[src/rtl/dma_priority_arbiter.sv]
// ---------------------------------------------------------------------------
// dma_priority_arbiter
//
// Channel arbitration and bus-hold sequencer for an 8237A-style DMA
// controller. Hardware DREQ lines are synchronised, polarity-corrected and
// masked, then merged with the software request bits. One winner is picked
// by a circular search starting at the highest-priority pointer. The block
// then runs the HRQ/HLDA handshake with the CPU, presents the grant for a
// single transfer, and releases the bus when the timing FSM reports the end
// of the transfer.
//
// Ports
//   i_clk            system clock, all state changes on the rising edge
//   i_reset          synchronous active-high reset
//   i_dreq           raw asynchronous channel requests
//   i_hlda           hold acknowledge from the CPU
//   i_cmd_disable    1 blocks new arbitration (an open grant is not aborted)
//   i_cmd_rotate     1 rotating priority, 0 fixed priority (ch0 highest)
//   i_cmd_dreq_low   1 means DREQ lines are active low
//   i_cmd_dack_high  1 means DACK lines are active high
//   i_mask           1 blocks the matching hardware DREQ
//   i_sw_req         software request bits, not affected by the mask
//   i_cycle_done     end-of-transfer pulse from the timing FSM
//   i_eop            terminal count / external EOP, coincident with done
//   o_hrq            hold request to the CPU
//   o_dack           channel acknowledge at the programmed polarity
//   o_valid_dreq     one-hot granted channel, zero when no grant is active
//   o_grant_ch       encoded index of the latched winner
//   o_sw_req_clr     one-cycle pulse clearing the serviced software request
//   o_busy           high whenever the sequencer is not idle
// ---------------------------------------------------------------------------
module dma_priority_arbiter #(
  parameter  int NUM_CH = 4,
  localparam int CW     = (NUM_CH > 1) ? $clog2(NUM_CH) : 1
) (
  input  logic              i_clk,
  input  logic              i_reset,
  input  logic [NUM_CH-1:0] i_dreq,
  input  logic              i_hlda,
  input  logic              i_cmd_disable,
  input  logic              i_cmd_rotate,
  input  logic              i_cmd_dreq_low,
  input  logic              i_cmd_dack_high,
  input  logic [NUM_CH-1:0] i_mask,
  input  logic [NUM_CH-1:0] i_sw_req,
  input  logic              i_cycle_done,
  input  logic              i_eop,
  output logic              o_hrq,
  output logic [NUM_CH-1:0] o_dack,
  output logic [NUM_CH-1:0] o_valid_dreq,
  output logic [CW-1:0]     o_grant_ch,
  output logic [NUM_CH-1:0] o_sw_req_clr,
  output logic              o_busy
);

  typedef enum logic [1:0] {
    IDLE,
    HOLD_REQ,
    ACTIVE,
    RELEASE
  } state_t;

  state_t            r_state;
  logic [NUM_CH-1:0] r_dreqMeta;
  logic [NUM_CH-1:0] r_dreqSync;
  logic [CW-1:0]     r_prioHi;
  logic [CW-1:0]     r_grant;
  logic              r_hrq;
  logic [NUM_CH-1:0] r_valid;
  logic [NUM_CH-1:0] r_swClr;

  logic [NUM_CH-1:0] w_dreqLevel;
  logic [NUM_CH-1:0] w_eff;
  logic [CW-1:0]     w_prioSearch;
  logic [CW-1:0]     w_winner;
  logic              w_found;
  logic [CW:0]       w_sum;
  logic [CW-1:0]     w_nextPrio;
  logic [NUM_CH-1:0] w_grantOneHot;

  // Polarity correction happens after the synchroniser, so a polarity
  // change only affects already-synchronised levels.
  assign w_dreqLevel = r_dreqSync ^ {NUM_CH{i_cmd_dreq_low}};
  assign w_eff       = (w_dreqLevel & ~i_mask) | i_sw_req;

  // In fixed mode the search always starts at channel 0.
  assign w_prioSearch = i_cmd_rotate ? r_prioHi : '0;

  // Circular first-set search starting at w_prioSearch. The index is kept
  // one bit wider than the channel index so the wrap can be done with a
  // single subtraction for any channel count, not just powers of two.
  always_comb begin
    w_winner = '0;
    w_found  = 1'b0;
    w_sum    = '0;
    for (int i = 0; i < NUM_CH; i++) begin
      w_sum = {1'b0, w_prioSearch} + (CW+1)'(i);
      if (w_sum >= (CW+1)'(NUM_CH)) begin
        w_sum = w_sum - (CW+1)'(NUM_CH);
      end
      if (!w_found && w_eff[w_sum[CW-1:0]]) begin
        w_winner = w_sum[CW-1:0];
        w_found  = 1'b1;
      end
    end
  end

  assign w_nextPrio    = (r_grant == CW'(NUM_CH - 1)) ? '0 : r_grant + CW'(1);
  assign w_grantOneHot = NUM_CH'(1) << r_grant;

  // Single sequencer: synchroniser, arbitration decision, handshake and
  // registered grant outputs all advance together. The winner is latched on
  // leaving IDLE and is never re-evaluated until the sequencer returns there.
  always_ff @(posedge i_clk) begin
    if (i_reset) begin
      r_state    <= IDLE;
      r_dreqMeta <= '0;
      r_dreqSync <= '0;
      r_prioHi   <= '0;
      r_grant    <= '0;
      r_hrq      <= 1'b0;
      r_valid    <= '0;
      r_swClr    <= '0;
    end else begin
      r_dreqMeta <= i_dreq;
      r_dreqSync <= r_dreqMeta;
      r_swClr    <= '0;
      case (r_state)
        IDLE: begin
          if ((|w_eff) && !i_cmd_disable && !i_hlda) begin
            r_grant <= w_winner;
            r_hrq   <= 1'b1;
            r_state <= HOLD_REQ;
          end
        end
        HOLD_REQ: begin
          if (i_hlda) begin
            r_valid <= w_grantOneHot;
            r_state <= ACTIVE;
          end
        end
        ACTIVE: begin
          // End of transfer wins over a simultaneous HLDA drop.
          if (i_cycle_done) begin
            r_hrq    <= 1'b0;
            r_valid  <= '0;
            r_prioHi <= i_cmd_rotate ? w_nextPrio : '0;
            if (i_eop) begin
              r_swClr <= w_grantOneHot;
            end
            r_state  <= RELEASE;
          end else if (!i_hlda) begin
            // CPU took the bus back: abandon the grant without rotating.
            r_hrq   <= 1'b0;
            r_valid <= '0;
            r_state <= IDLE;
          end
        end
        RELEASE: begin
          if (!i_hlda) begin
            r_state <= IDLE;
          end
        end
        default: r_state <= IDLE;
      endcase
    end
  end

  assign o_hrq        = r_hrq;
  assign o_valid_dreq = r_valid;
  assign o_grant_ch   = r_grant;
  assign o_sw_req_clr = r_swClr;
  assign o_busy       = (r_state != IDLE);

  // DACK follows the programmed polarity combinationally, so a polarity
  // change is visible without waiting for a clock edge.
  assign o_dack = ~(r_valid ^ {NUM_CH{i_cmd_dack_high}});

endmodule
[config.mk]
export PLATFORM = sky130hd
export DESIGN_NAME = dma_priority_arbiter
export DESIGN_NICKNAME = d
export VERILOG_FILES = /design/src/rtl/dma_priority_arbiter.sv
export SDC_FILE = /design/constraint.sdc
export NUM_CORES = 1
export LEC_CHECK = 0
export ABC_AREA = 1
export BUFFER_PORTS_ARGS = -buffer_cell sky130_fd_sc_hd__buf_2
export CORE_ASPECT_RATIO = 0.6
export CORE_MARGIN = 3
export CORE_UTILIZATION = 45
export DETAILED_ROUTE_END_ITERATION = 8
export PLACE_DENSITY = 0.84
export SLEW_MARGIN = 15
export SYNTH_ARGS = -nofsm -noshare
export SYNTH_HDL_FRONTEND = slang
export SYNTH_SLANG_ARGS = --single-unit
[constraint.sdc]
create_clock -name i_clk -period 1.4 [get_ports i_clk]
set_clock_uncertainty 0.15 [all_clocks]
set_input_delay 0.35 -clock i_clk [delete_from_list [all_inputs] [get_ports i_clk]]
set_output_delay 0.35 -clock i_clk [all_outputs]
set_load 0.05 [all_outputs]
==> results.txt, run 1 <==
Placed Instances -> 267
Post-synthesis sequential area ratio -> 36.5%
HPWL after DPL -> 2370 um
Fraction of layout cells with a size suffix above 1 -> 51.6%
Initial Util -> 48.6%
Reg clk slew, reported paths -> 0.09 ns
Non-Filler Instances -> 276
Final worst setup slack -> -0.215 ns
Sw Ratio -> 38.4%
Placed cell area -> 1640 um2
CP Cell Sequence -> inv_1, nand2_1, nand3_2, nand3_2, nand2_1, nand2_2, nand2_2, nand3_1, nand2_1, inv_1, nand2_1, nand2_1, a21oi_2
Post-Route Utilization -> 76.6%
Cells after synthesis -> 195
Synth Register Bits -> 23
Largest net degree at the start of global routing -> 15
Crit path to -> o_grant_ch[1]
Final Setup Violations -> 13
Post-synthesis xor/xnor area fraction -> 2.78%
Rel. slew slack -> 79.4%
Antenna fix cells -> 0
Yosys warning total -> 0
Mean Syn Cell Area -> 6.46 um2
Leakage -> 0.952 nW
Overall global routing resource usage -> 21.7%
Maxcap violations -> 0
Min-Delay Path Class -> input pin to flop
Total die area -> 3490 um2
Critical Path Source -> r_dreqSync[1]
CP peak stage delay -> 0.33 ns
Share of the synthesized area in the top cell type -> 36.5%
Post-route design area -> 1990 um2
Int Pwr -> 1.15 mW
P&R area growth vs syn -> 57.6%
Row count -> 14
Clk pwr share -> 23.6%
Reg2Reg Setup Slack -> -0.21 ns
DRC marker count from the first detailed-route iteration -> 89
Placement Setup Slack -> -0.290 ns
Register share of total power -> 39.5%
Main area contributors after synthesis -> dfxtp_1 (37%), nand2_1 (11%), inv_1 (11%), nand3_1 (9.5%), nor2_1 (8.0%)
Highest clock rate -> 619 MHz
CP required -> 1.47 ns
RSZ-0062 raised after global routing -> true
Num CTS Buffers -> 3
Most frequent CP cell -> nand2_1
I/O Buffers -> 36
Leading cell type in the layout, fill and taps excluded -> inv_1
Crit. End Element -> flop
Crit share post-route -> 115%
Worst-Margin Slew -> 0.306 ns
Vias post-DR -> 1539
Top-level port count -> 37
Max Root-Sink Buffers -> 2
Clock Sink Count -> 23
Wirelength per Cell -> 16.8 um
Failing checks -> negative setup slack
Tmin final -> 1.61 ns
CP max-delay cell -> dfxtp_2
Setup crit start kind -> flop
Critical Path AT -> 1.68 ns
Gpl congestion -> 0.869
Area leader, netlist -> dfxtp_1
Syn Nets -> 220
CTS tree -> yes
Die Y-Extent -> 47.0 um
R2R depth -> 13
Antenna violations before repair -> 0
R2R Path End -> o_grant_ch[1]
Netlist Area Pre-Place -> 1260 um2
Final net count -> 270
PwrDens -> 945 nW/um2
Synth Area in Simple Gates -> 35.1%
Combinational power share -> 36.8%
H-tree levels -> 1
Vias in the first global route -> 1200
Worst r2r src -> r_dreqSync[1]
Fillers -> 169
First-pass GRT wire length -> 5630 um
Post-Route WL -> 4630 um
Final hold violations -> 0
Synth Area in Compound Gates -> 8.44%
Commonest cells after routing, fill and taps aside -> inv_1 (32), nand2_1 (25), buf_2 (23)
CP Max Fanout -> 5
Hold Worst Slack -> 0.118 ns
Total gr overflow -> 0
Setup TNS -> -1.03 ns
Mux cell area share after synthesis -> 0%
Worst VDD drop -> 0.793 mV
Root Buffer -> clkbuf_8
Synth unique cells -> 19
Die width -> 74.3 um
Worst skew pair latency -> 0.28 ns
Largest family of logic cells by synthesized area -> simple AND/OR/NAND/NOR gates
Max Slew Vio Count -> 0
Post-route DRC -> 0
Post-Synth Adder-Cell Area -> 3.97%
Overall Power -> 1.88 mW
Antenna-violating nets left -> 0
Crit path kind -> flop to flop
Drt pass-1 iters -> 5
Core Region -> 2590 um2
NetSw -> 0.721 mW
Via density -> 5.58
Status -> finished, violations left
-- cell usage after synthesis, drive strengths merged --
| cell type | count |
|---|---|
| a211oi | 1 |
| a21oi | 13 |
| a31oi | 1 |
| clkbuf | 3 |
| clkinv | 1 |
| dfxtp | 23 |
| ha | 4 |
| inv | 40 |
| nand2 | 45 |
| nand3 | 25 |
| nand4 | 3 |
| nor2 | 27 |
| nor3 | 1 |
| o21ai | 4 |
| xnor2 | 4 |
-- power by group through the flow --
stage               registers [mW]  logic [mW]  clock network, mW
detailed placement           0.741       0.506                  0
CTS                          0.728       0.579              0.442
finish                       0.741       0.691              0.443
floorplan                    0.786       0.329                  0
global placement             0.740       0.500                  0
global route                 0.746       0.727              0.471
-- area by class of cell --
cell class / instances / area [um2] / area share (%)
clock inverters: 1 / 7.51 / 0.378
multi-input cells: 128 / 903 / 45.5
flip-flops and latches: 23 / 498 / 25.1
well taps: 32 / 40.0 / 2.02
clock buffers: 3 / 41.3 / 2.08
inverters: 41 / 166 / 8.38
repair buffers: 48 / 329 / 16.6
-- worst min path at each step --
stage / start / cells past startpoint / end
floorplan: r_dreqMeta[0] / 2 / r_dreqSync[0]
CTS: i_dreq[3] / 3 / r_dreqMeta[3]
global placement: r_dreqMeta[3] / 2 / r_dreqSync[3]
global route: i_dreq[1] / 3 / r_dreqMeta[1]
finish: i_dreq[2] / 3 / r_dreqMeta[2]
detailed placement: r_dreqMeta[2] / 2 / r_dreqSync[2]
-- state kept, by name, indices dropped and copies added (netlist names) --
register / cells
r_prioHi: 2
r_dreqMeta: 4
o_grant_ch: 2
r_state: 2
r_dreqSync: 4
o_sw_req_clr: 4
o_valid_dreq: 4
o_hrq: 1
-- metal layers --
layer / vias to the layer above / track usage, % / part of all wire, %
li1: 702 / - / -
met1: 707 / 28.4 / 42
met2: 107 / 36.8 / 45
met3: 23 / 5.13 / 8.8
met4: 0 / 6.03 / 3.9
met5: - / 0 / 0
-- worst max-delay path: cells and delay by family (launching register included) --
kind,cells,cell delay [ns]
simple gates,10,0.84
flops,1,0.33
compound gates,1,0.12
buf+inv,2,0.09
-- logic make-up after synthesis --
family,count (synthesis)
buf+inv,44
fa+ha+maj,4
xor+xnor,4
simple gates,101
flops,23
compound gates,19
-- repair_timing --
item / CTS / global route
setup endpoints to repair: 19 / 22
setup buffers: 3 / 2
gates cloned: 0 / 0
hold buffers: 0 / 0
pin swaps: 12 / 17
gates resized for setup: 49 / 36
Note: power is estimated with default switching activity, not from simulation.
==> run 2, diff against run 1 <==
--- a/config.mk
+++ b/config.mk
@@ -12,7 +12,6 @@
 export CORE_UTILIZATION = 45
 export DETAILED_ROUTE_END_ITERATION = 8
 export PLACE_DENSITY = 0.84
-export SLEW_MARGIN = 15
 export SYNTH_ARGS = -nofsm -noshare
 export SYNTH_HDL_FRONTEND = slang
 export SYNTH_SLANG_ARGS = --single-unit
==> constraint.sdc (replaced) <==
create_clock -name i_clk -period 1.4 [get_ports i_clk]
set_clock_uncertainty 0.15 [all_clocks]
set_input_delay 0.28 -clock i_clk [delete_from_list [all_inputs] [get_ports i_clk]]
set_output_delay 0.28 -clock i_clk [all_outputs]
set_load 0.05 [all_outputs]
==> results.txt, run 2 (synthesis gave the netlist of run 1 again) <==
Post-CTS Hold Fix Bufs -> 0 (unchanged)
Final worst setup slack -> -0.197 ns (+0.0179 ns)
Overall global routing resource usage -> 17.6% (-4.1 points)
Int Pwr -> 1.13 mW (-2.2%)
CP max-delay cell -> dfxtp_2
Failing checks -> negative setup slack
CP required -> 1.45 ns (-0.02 ns)
Clk pwr share -> 23.2% (-0.4 points)
Leakage -> 0.921 nW (-3.3%)
Sw Ratio -> 35.4% (-3.0 points)
CP Max Fanout -> 6 (+1)
Vias in the first global route -> 1060 (-12%)
Min-Delay Path Class -> input pin to flop
Largest net degree at the start of global routing -> 14 (-1)
Worst VDD drop -> 0.652 mV (-18%)
I/O Buffers -> 36 (unchanged)
Most frequent CP cell -> nand2_1
CP peak stage delay -> 0.38 ns (+0.05 ns)
Core Region -> 2590 um2 (unchanged)
Root Buffer -> clkbuf_8
First-pass GRT wire length -> 4590 um (-19%)
Gpl congestion -> 0.912 (+4.9%)
Worst path bufs/invs -> 1 (-1)
Row count -> 14 (unchanged)
Crit path max-delay family -> simple AND/OR/NAND/NOR gates
Antenna violations before repair -> 0 (unchanged)
P&R area growth vs syn -> 44.0%
Combinational power share -> 34.2% (-2.6 points)
Final Setup Violations -> 3 (-10)
Setup crit start kind -> flop
RSZ-0062 raised after global routing -> true
Total gr overflow -> 0 (unchanged)
CP Cell Sequence -> nand2_4, inv_4, nand3_1, nand2_2, nand2_1, nand2_2, nand4_1, nand2_1, nand2_1, a21oi_2
Critical Path AT -> 1.65 ns (-0.03 ns)
Commonest cells after routing, fill and taps aside -> nand2_1 (32), inv_1 (31), buf_2 (29)
Crit path kind -> flop to flop
Leading cell type in the layout, fill and taps excluded -> nand2_1
HPWL after DPL -> 2260 um (-4.8%)
Max Root-Sink Buffers -> 2 (unchanged)
Die Y-Extent -> 47.0 um (unchanged)
Drt pass-1 iters -> 4 (-1)
Fraction of layout cells with a size suffix above 1 -> 43.6% (-8.1 points)
Post-route DRC -> 0 (unchanged)
Num CTS Buffers -> 3 (unchanged)
Antenna fix cells -> 0 (unchanged)
CTS tree -> yes
Reg clk slew, reported paths -> 0.08 ns (about the same)
Placed Instances -> 268 (+0.37%)
Status -> finished, violations left
Top-level port count -> 37 (unchanged)
Multi-input logic area -> 800 um2 (-11%)
Fillers -> 205 (+21%)
Non-Filler Instances -> 273 (-1.1%)
Antenna-violating nets left -> 0 (unchanged)
PwrDens -> 963 nW/um2 (+2.0%)
Final hold violations -> 0 (unchanged)
Tmin final -> 1.60 ns (-0.0179 ns)
FF/Latch Area -> 483 um2 (-3.0%)
Overall Power -> 1.75 mW (-6.8%)
Maxcap violations -> 0 (unchanged)
Crit. End Element -> flop
Highest clock rate -> 626 MHz (+1.1%)
Rel. slew slack -> 78.0% (-1.4 points)
Worst skew pair latency -> 0.26 ns (-0.02 ns)
Initial Util -> 48.6% (unchanged)
H-tree levels -> 1 (unchanged)
Via density -> 4.78 (-14%)
Post-Route WL -> 3030 um (-35%)
NetSw -> 0.618 mW (-14%)
DRC marker count from the first detailed-route iteration -> 97 (+9.0%)
Wirelength per Cell -> 11.1 um (-34%)
Die width -> 74.3 um (unchanged)
Final net count -> 267 (-1.1%)
Worst-Margin Slew -> 0.330 ns (+0.0240 ns)
Vias post-DR -> 1305 (-15%)
Total die area -> 3490 um2 (unchanged)
Crit share post-route -> 114% (-1.3 points)
Max Slew Vio Count -> 0 (unchanged)
Clock Sink Count -> 23 (unchanged)
Register share of total power -> 42.5% (+3.0 points)
run 2: cell count changes in the layout (fill, tap and decap cells not counted), moves of 5 or more:
cell     change
buf_2        +6
nand2_1      +7
nand3_1      +7
buf_4        -9
nand3_2      -6
nand2_2      -6
dfxtp_4      -5
run 2: routing by layer:
metal,wire [um],track usage [%],part of all wire [%]
met1,1480,25.2,49
met2,1310,25.4,43
met3,219,5.77,7.2
met4,21,4.96,0.69
met5,0,0,0
run 2: worst paths after layout:
check | startpoint | endpoint | slack (ns) | cells after the start
worst min-delay path | i_dreq[3] | r_dreqMeta[3] | 0.07 | 3
worst max-delay path | r_prioHi[0] | o_grant_ch[1] | -0.20 | 10
worst min register to register | r_dreqMeta[3] | r_dreqSync[3] | 0.25 | 2
worst max register to register | r_prioHi[0] | o_grant_ch[1] | -0.20 | 10
run 2: what timing repair did:
item | 4_1_cts | 5_1_grt
gates resized for setup | 31 | 27
setup buffers | 1 | 0
pin swaps | 11 | 13
setup endpoints to repair | 14 | 21
run 2: worst reg2reg max path, cell delays in order, from the launching register on:
cell and delay [ns]:
dfxtp_2 0.38, nand2_4 0.10, inv_4 0.09, nand3_1 0.10, nand2_2 0.08, nand2_1 0.06, nand2_2 0.12, nand4_1 0.15
nand2_1 0.11, nand2_1 0.08, a21oi_2 0.12
run 2: cell type report:
type                            instances  area share, %
Clock buffer                            4           2.48
Inverter                               41           8.76
Multi-Input combinational cell        128           44.1
Sequential cell                        23           26.6
Tap cell                               32           2.21
Timing Repair Buffer                   45           15.9
run 2: power by group through the flow:
stage	registers, mW	clock network [mW]	logic (mW)
final	0.743	0.406	0.598
after global placement	0.739	0	0.489
after floorplan	0.784	0	0.320
after global routing	0.746	0.445	0.654
after detailed placement	0.740	0	0.495
after CTS	0.736	0.411	0.555
run 2: stage by stage:
| stage | hold slack, ns | cell area, um2 | setup slack (ns) | util (%) | setup TNS (ns) |
|---|---|---|---|---|---|
| 5_1_grt | 0.0653 | 1810 | -0.281 | 70.0 | -0.926 |
| 6_report | 0.0671 | 1810 | -0.197 | 70.0 | -0.454 |
| 3_3_place_gp | 0.240 | 1610 | -0.312 | 62.1 | -0.984 |
| 3_5_place_dp | 0.243 | 1610 | -0.338 | 62.1 | -1.15 |
| 2_1_floorplan | 0.237 | 1340 | -0.0210 | - | -0.0210 |
| 4_1_cts | 0.0611 | 1740 | -0.180 | 67.2 | -0.486 |
